===== src/rtl/systolic_mac_2x2.sv =====
// 2x2 signed MAC array accumulating C = A*B from streamed operand lanes, then
// draining C11..C22 over a valid/ready port. Define SYSTOLIC_MAC_SAT_EN for saturating accumulation.
module systolic_mac_2x2 #(
   parameter int unsigned DATA_W = 8,
   parameter int unsigned ACC_W  = 32
) (
   input  logic              clk,
   input  logic              reset,
   input  logic              start,
   input  logic              push11,
   input  logic              pushedge,
   input  logic              push22,
   input  logic              valid,
   input  logic [DATA_W-1:0] a1X,
   input  logic [DATA_W-1:0] a2X,
   input  logic [DATA_W-1:0] bX1,
   input  logic [DATA_W-1:0] bX2,
   output logic [ACC_W-1:0]  res_data,
   output logic [1:0]        res_idx,
   output logic              res_valid,
   input  logic              res_ready,
   output logic              res_last,
   output logic              busy,
   output logic              err
);

   typedef enum logic {ST_ACCUM = 1'b0, ST_DRAIN = 1'b1} state_t;

   state_t                   state_q, state_d;
   logic [ACC_W-1:0]         acc_q [4];
   logic [ACC_W-1:0]         acc_d [4];
   logic [1:0]               idx_q, idx_d;
   logic                     rv_q, rv_d;
   logic                     busy_q, busy_d;
   logic                     err_q, err_d;
   logic                     valid_q, valid_d;

   logic signed [2*DATA_W-1:0] prod [4];
   logic [ACC_W-1:0]         prod_x [4];
   logic [3:0]               strobe;
   logic                     multi;
   logic                     vrise;
   logic [ACC_W-1:0]         base;
   logic [ACC_W:0]           add_r;

`ifdef SYSTOLIC_MAC_SAT_EN
   // Returns {overflow, clamped sum}; overflow when both addends share a sign the sum lacks.
   function automatic logic [ACC_W:0] acc_add(input logic [ACC_W-1:0] a, input logic [ACC_W-1:0] b);
      logic [ACC_W-1:0] s;
      s = a + b;
      if ((a[ACC_W-1] == b[ACC_W-1]) && (s[ACC_W-1] != a[ACC_W-1])) begin
         if (a[ACC_W-1]) return {1'b1, 1'b1, {(ACC_W-1){1'b0}}};
         else            return {1'b1, 1'b0, {(ACC_W-1){1'b1}}};
      end
      return {1'b0, s};
   endfunction
`else
   function automatic logic [ACC_W:0] acc_add(input logic [ACC_W-1:0] a, input logic [ACC_W-1:0] b);
      return {1'b0, ACC_W'(a + b)};
   endfunction
`endif

   // Cell order: 0=C11, 1=C12, 2=C21, 3=C22.
   always_comb begin
      prod[0] = $signed(a1X) * $signed(bX1);
      prod[1] = $signed(a1X) * $signed(bX2);
      prod[2] = $signed(a2X) * $signed(bX1);
      prod[3] = $signed(a2X) * $signed(bX2);
      for (int i = 0; i < 4; i++) prod_x[i] = ACC_W'(prod[i]);
   end

   assign strobe = {push22, pushedge, pushedge, push11};
   assign multi  = (push11 & pushedge) | (push11 & push22) | (pushedge & push22);
   assign vrise  = valid & ~valid_q;

   always_ff @(posedge clk) begin
      if (reset) state_q <= ST_ACCUM;
      else       state_q <= state_d;
   end

   always_comb begin
      state_d = state_q;
      case (state_q)
         ST_ACCUM: if (vrise) state_d = ST_DRAIN;
         ST_DRAIN: if (res_ready && (idx_q == 2'd3)) state_d = ST_ACCUM;
         default:  state_d = ST_ACCUM;
      endcase
   end

   always_comb begin
      for (int i = 0; i < 4; i++) acc_d[i] = acc_q[i];
      idx_d   = idx_q;
      rv_d    = rv_q;
      busy_d  = busy_q;
      err_d   = err_q;
      valid_d = valid;
      base    = '0;
      add_r   = '0;
      case (state_q)
         ST_ACCUM: begin
            if (multi) err_d = 1'b1;
            for (int i = 0; i < 4; i++) begin
               base = start ? '0 : acc_q[i];
               if (strobe[i]) begin
                  add_r    = acc_add(base, prod_x[i]);
                  acc_d[i] = add_r[ACC_W-1:0];
                  if (add_r[ACC_W]) err_d = 1'b1;
               end else if (start) begin
                  acc_d[i] = '0;
               end
            end
            if (vrise) begin
               idx_d  = 2'd0;
               rv_d   = 1'b1;
               busy_d = 1'b1;
            end
         end
         ST_DRAIN: begin
            if (start | push11 | pushedge | push22) err_d = 1'b1;
            if (res_ready) begin
               if (idx_q == 2'd3) begin
                  for (int i = 0; i < 4; i++) acc_d[i] = '0;
                  idx_d  = 2'd0;
                  rv_d   = 1'b0;
                  busy_d = 1'b0;
               end else begin
                  idx_d = idx_q + 2'd1;
               end
            end
         end
         default: ;
      endcase
   end

   always_ff @(posedge clk) begin
      if (reset) begin
         for (int i = 0; i < 4; i++) acc_q[i] <= '0;
         idx_q   <= 2'd0;
         rv_q    <= 1'b0;
         busy_q  <= 1'b0;
         err_q   <= 1'b0;
         valid_q <= 1'b0;
      end else begin
         for (int i = 0; i < 4; i++) acc_q[i] <= acc_d[i];
         idx_q   <= idx_d;
         rv_q    <= rv_d;
         busy_q  <= busy_d;
         err_q   <= err_d;
         valid_q <= valid_d;
      end
   end

   // Result word is a live view of the selected accumulator, zero when idle.
   assign res_data  = rv_q ? acc_q[idx_q] : '0;
   assign res_idx   = idx_q;
   assign res_valid = rv_q;
   assign res_last  = rv_q & (idx_q == 2'd3);
   assign busy      = busy_q;
   assign err       = err_q;

endmodule


===== config.mk =====
export PLATFORM = sky130hd
export DESIGN_NAME = systolic_mac_2x2
export DESIGN_NICKNAME = d
export VERILOG_FILES = /design/src/rtl/systolic_mac_2x2.sv
export SDC_FILE = /design/constraint.sdc
export NUM_CORES = 1
export LEC_CHECK = 0
export CORE_MARGIN = 5
export CORE_UTILIZATION = 25
export DETAILED_ROUTE_END_ITERATION = 12
export GPL_ROUTABILITY_DRIVEN = 0
export SYNTH_ARGS = -nofsm -noshare
export SYNTH_HDL_FRONTEND = slang
export SYNTH_SLANG_ARGS = --single-unit

===== constraint.sdc =====
create_clock -name clk -period 7.88 [get_ports clk]
set_clock_uncertainty 0.1 [all_clocks]
set_input_delay 1.576 -clock clk [delete_from_list [all_inputs] [get_ports clk]]
set_output_delay 1.576 -clock clk [all_outputs]
set_load 0.05 [all_outputs]

==> Implementation_results.wiki <==
{| class="wikitable"
! Metric !! Value
|-
| Outcome || completed
|-
| Cell mode on critical path || sky130_fd_sc_hd__fa_1
|-
| Number of rows in the core area || ~110
|-
| Largest net degree at the start of global routing || 93
|-
| H-tree depth reported by CTS || 4
|-
| Reg area || 0.00273 mm^2
|-
| Number of ports placed on the die boundary || about 80
|-
| Max cap viols || 0
|-
| Average size of a mapped cell || 7.93 um^2
|-
| Critical Path Slowest Stage Cell || sky130_fd_sc_hd__fa_1
|-
| Peak fanout along the critical path || 6
|-
| Height of the die || ~320 um
|-
| Total stage count of the critical path || 35
|-
| Highest achievable clock rate || between 100 and 150 MHz
|-
| Final HPWL from detailed placement || 62800 um
|-
| Layout overhead on the synthesized area || 26.6%
|-
| Area of the die || slightly above 0.1 mm^2
|-
| Endpoint of the worst register-to-register path || acc_q[3][22]
|-
| Standard cell core area || about 0.097 mm^2
|-
| Remaining design rule violation count || 0
|-
| R2R depth || 16
|-
| Sequential fraction of the synthesis area || between 10% and 20%
|-
| Pre-CTS setup slack || -0.807 ns
|-
| Total number of clock tree sinks || approximately 140
|-
| Global-route wire length before repair || between 100000 and 150000 um
|-
| Dominant combinational cell family by area after synthesis || adder cells
|-
| Max transition margin || 15.5%
|-
| Post-Synth Simple-Gate Area || a little over a fifth
|-
| Number of vias per cell || approximately 4.9
|-
| Number of endpoints failing setup at the final stage || 0
|-
| Worst path arrival time || ~8.1 ns
|-
| Final Worst Setup Slack || roughly 0.013 ns
|-
| Synthesis-stage register bit count || between 100 and 150
|-
| Xor/xnor cell area share of the yosys netlist || about 5.0%
|-
| Number of buffer cells added on primary ports || 77
|-
| Mux share of post-synthesis cell area || between 5 and 6%
|-
| Final hold violation count || 0
|-
| Launching instance or port of the critical path || bX2[2]
|-
| Number of clock buffers inserted by TritonCTS || 17
|-
| Min Tclk post-route || between 7 and 8 ns
|-
| Via count of the first global-routing pass || roughly 22k
|-
| Transition at the pin with the smallest max-transition slack || 1.27 ns
|-
| First DRT Iteration DRCs || 1639
|-
| Clock tree from TritonCTS || built
|-
| Post-detailed-route wirelength per cell || approximately 17 um
|-
| Post-synth EDFFs || 0
|-
| Capturing element of the worst setup path || acc_q[1][28]
|-
| Setup slack of the most critical reg-to-reg path || 4.01 ns
|-
| Clock transition at the register clock pins on the worst setup and hold paths after CTS || around 0.060 ns
|-
| WP data required || ~8 ns
|-
| Type of the worst setup path || input port to flip-flop
|-
| Global router's overall resource usage || approximately 15%
|-
| Fraction of registers with async set or reset after synthesis || 0%
|-
| Synth cell types || around 110
|-
| Antenna Violating Nets Remaining || 0
|-
| Count of final max-slew check failures || 0
|-
| Proportion of layout cells with a drive suffix above 1 || between 20% and 30%
|-
| Net count after synthesis || roughly 3.5k
|-
| Family with the most delay on the worst path || adder cells
|-
| Compound-cell area share of the yosys netlist || a little under a fifth
|-
| Final clock period utilization by the worst path || 99.8%
|-
| Number of warning messages in the yosys log || 0
|-
| Aggregate global routing overflow || 0
|-
| R2R Path Start || acc_q[3][0]
|-
| Footprint of the multi-input gates || roughly 0.020 mm^2
|-
| Routed wire length || between 70000 and 80000 um
|-
| Root Buffer || sky130_fd_sc_hd__clkbuf_16
|-
| Clock latency on the worst-skew pair || between 0.4 and 0.5 ns
|-
| Via count || around 23k
|-
| Antenna violations before repair || 1
|-
| Width of the chip || roughly 320 um
|-
| Length of the first detailed-routing pass in iterations || 6
|-
| Total buffers and inverters traversed by the critical path || 6
|-
| Setup repair after global routing missed its margin || true
|-
| Category of the worst setup path capture point || flip-flop
|-
| Most used DFF post-synth || sky130_fd_sc_hd__dfxtp_1
|-
| Count of fill cells added during filler insertion || about 10k
|-
| Maximum buffer depth of the clock tree || 2
|-
| Final Core Density || about a third
|-
| Post-Synthesis Cell Area || 0.0243 mm^2
|-
| Net count, final || slightly below 4k
|-
| Hold Crit Class || flip-flop to flip-flop
|-
| Kind of start point of the critical path || input port
|-
| Area share of fa/ha/maj cells after synthesis || around 29%
|-
| Initial cell density of the core || around a quarter
|-
| Worst stage delay on the critical path || between 0.5 and 0.6 ns
|-
| Synthesized instance count || 3061
|}
[cells in the mapped netlist (20+ instances only)]
master / number / area share [%]
sky130_fd_sc_hd__nor3_1: 58 / 1.2
sky130_fd_sc_hd__and2_1: 215 / 5.5
sky130_fd_sc_hd__a211oi_1: 30 / 0.93
sky130_fd_sc_hd__buf_1: 20 / 0.31
sky130_fd_sc_hd__a31oi_1: 29 / 0.75
sky130_fd_sc_hd__a21oi_1: 235 / 4.8
sky130_fd_sc_hd__xnor2_1: 98 / 3.5
sky130_fd_sc_hd__nor2b_1: 129 / 3.3
sky130_fd_sc_hd__nand2_1: 182 / 2.8
sky130_fd_sc_hd__mux4_2: 32 / 3.0
sky130_fd_sc_hd__nor4_1: 20 / 0.52
sky130_fd_sc_hd__nor2_1: 243 / 3.8
sky130_fd_sc_hd__xor2_1: 30 / 1.1
sky130_fd_sc_hd__inv_1: 397 / 6.1
sky130_fd_sc_hd__o21ai_0: 118 / 2.4
sky130_fd_sc_hd__mux2i_1: 50 / 2.1
sky130_fd_sc_hd__o21bai_1: 22 / 0.68
sky130_fd_sc_hd__nand2b_1: 21 / 0.54
sky130_fd_sc_hd__fa_1: 224 / 18
sky130_fd_sc_hd__dfxtp_1: 136 / 11
sky130_fd_sc_hd__clkbuf_1: 120 / 1.9
sky130_fd_sc_hd__a21o_1: 44 / 1.4
sky130_fd_sc_hd__ha_1: 205 / 11
sky130_fd_sc_hd__nand3_1: 62 / 1.3
[per-stage QoR]
| stage | instances | hold WS, ns | setup TNS [ns] | cell area, um^2 |
|---|---|---|---|---|
| 2_1_floorplan | 3061 | 0.334 | 0 | 24300 |
| 3_3_place_gp | 4690 | 0.337 | -34.05 | 29300 |
| 3_5_place_dp | 4690 | 0.350 | -36.92 | 29300 |
| 4_1_cts | 4729 | 0.357 | 0 | 30000 |
| 5_1_grt | 4756 | 0.394 | -1.26 | 30700 |
| 6_report | 4759 | 0.357 | 0 | 30700 |
[sequential cells by signal, indices dropped and copies added, names as in the netlist, named ones only]
register	flops
valid_q	1
state_q	1
res_idx	2
busy	1
acc_q	128
err	1
[worst min path at each step]
stage | from | end | slack (ns) | cells after the start
floorplan | acc_q[3][27] | acc_q[3][27] | 0.33 | 2
global placement | err | err | 0.34 | 2
detailed placement | err | err | 0.35 | 2
CTS | err | err | 0.36 | 2
global route | err | err | 0.39 | 2
finish | err | err | 0.36 | 2
[cell type report]
| class | count | share of cell area (%) |
|---|---|---|
| multi-input cells | 2362 | 64.8 |
| repair buffers | 551 | 14.3 |
| flip-flops and latches | 136 | 8.87 |
| well taps | 1276 | 5.20 |
| inverters | 401 | 4.90 |
| clock buffers | 22 | 1.54 |
| clock inverters | 8 | 0.318 |
| diodes | 3 | 0.0244 |
[layout by cell type, fill, tap and decap left out, types with 22 or more instances in the layout]
master / n
sky130_fd_sc_hd__mux2i_1: 46
sky130_fd_sc_hd__mux4_2: 32
sky130_fd_sc_hd__o21ai_0: 112
sky130_fd_sc_hd__a211oi_1: 26
sky130_fd_sc_hd__nand3_1: 61
sky130_fd_sc_hd__buf_4: 454
sky130_fd_sc_hd__xor2_1: 28
sky130_fd_sc_hd__nor2b_1: 128
sky130_fd_sc_hd__nor2_1: 236
sky130_fd_sc_hd__o21bai_1: 22
sky130_fd_sc_hd__ha_1: 193
sky130_fd_sc_hd__inv_1: 389
sky130_fd_sc_hd__a31oi_1: 23
sky130_fd_sc_hd__a21oi_2: 24
sky130_fd_sc_hd__fa_1: 219
sky130_fd_sc_hd__nor3_1: 55
sky130_fd_sc_hd__clkdlybuf4s50_1: 44
sky130_fd_sc_hd__a21oi_1: 211
sky130_fd_sc_hd__xnor2_1: 96
sky130_fd_sc_hd__and2_1: 208
sky130_fd_sc_hd__a21o_1: 44
sky130_fd_sc_hd__dfxtp_1: 134
sky130_fd_sc_hd__nand2_1: 179
[per-layer routing]
| metal | vias to the layer above | track usage, % | part of all wire (%) |
|---|---|---|---|
| met4 | 2 | 3.44 | 2.1 |
| met3 | 85 | 3.15 | 6.8 |
| met1 | 11300 | 20.0 | 44 |
| li1 | 11200 | - | - |
| met5 | - | 0 | 0.016 |
| met2 | 623 | 24.2 | 47 |
[cell families after synthesis]
family / after synthesis
xor+xnor: 133
mux: 89
flops: 136
buf+inv: 563
simple gates: 1010
fa+ha+maj: 429
compound gates: 701
[repair_timing]
action                     4_1_cts  5_1_grt
gates cloned                     0        1
buffers inserted                 9       27
pin swaps                       24       98
setup endpoints to repair       53       63
gates resized for setup         52      157
hold buffers                     0        0
[worst min-delay path: cells and delay by family, from the launching register on]
kind / cells / cell delay, ns
DFF: 1 / 0.31
buffers and inverters: 1 / 0.05
AOI/OAI and AO/OA: 1 / 0.05
Power is not shown: default switching activity piles up to over one toggle a cycle in this logic, so the estimate is an artifact.
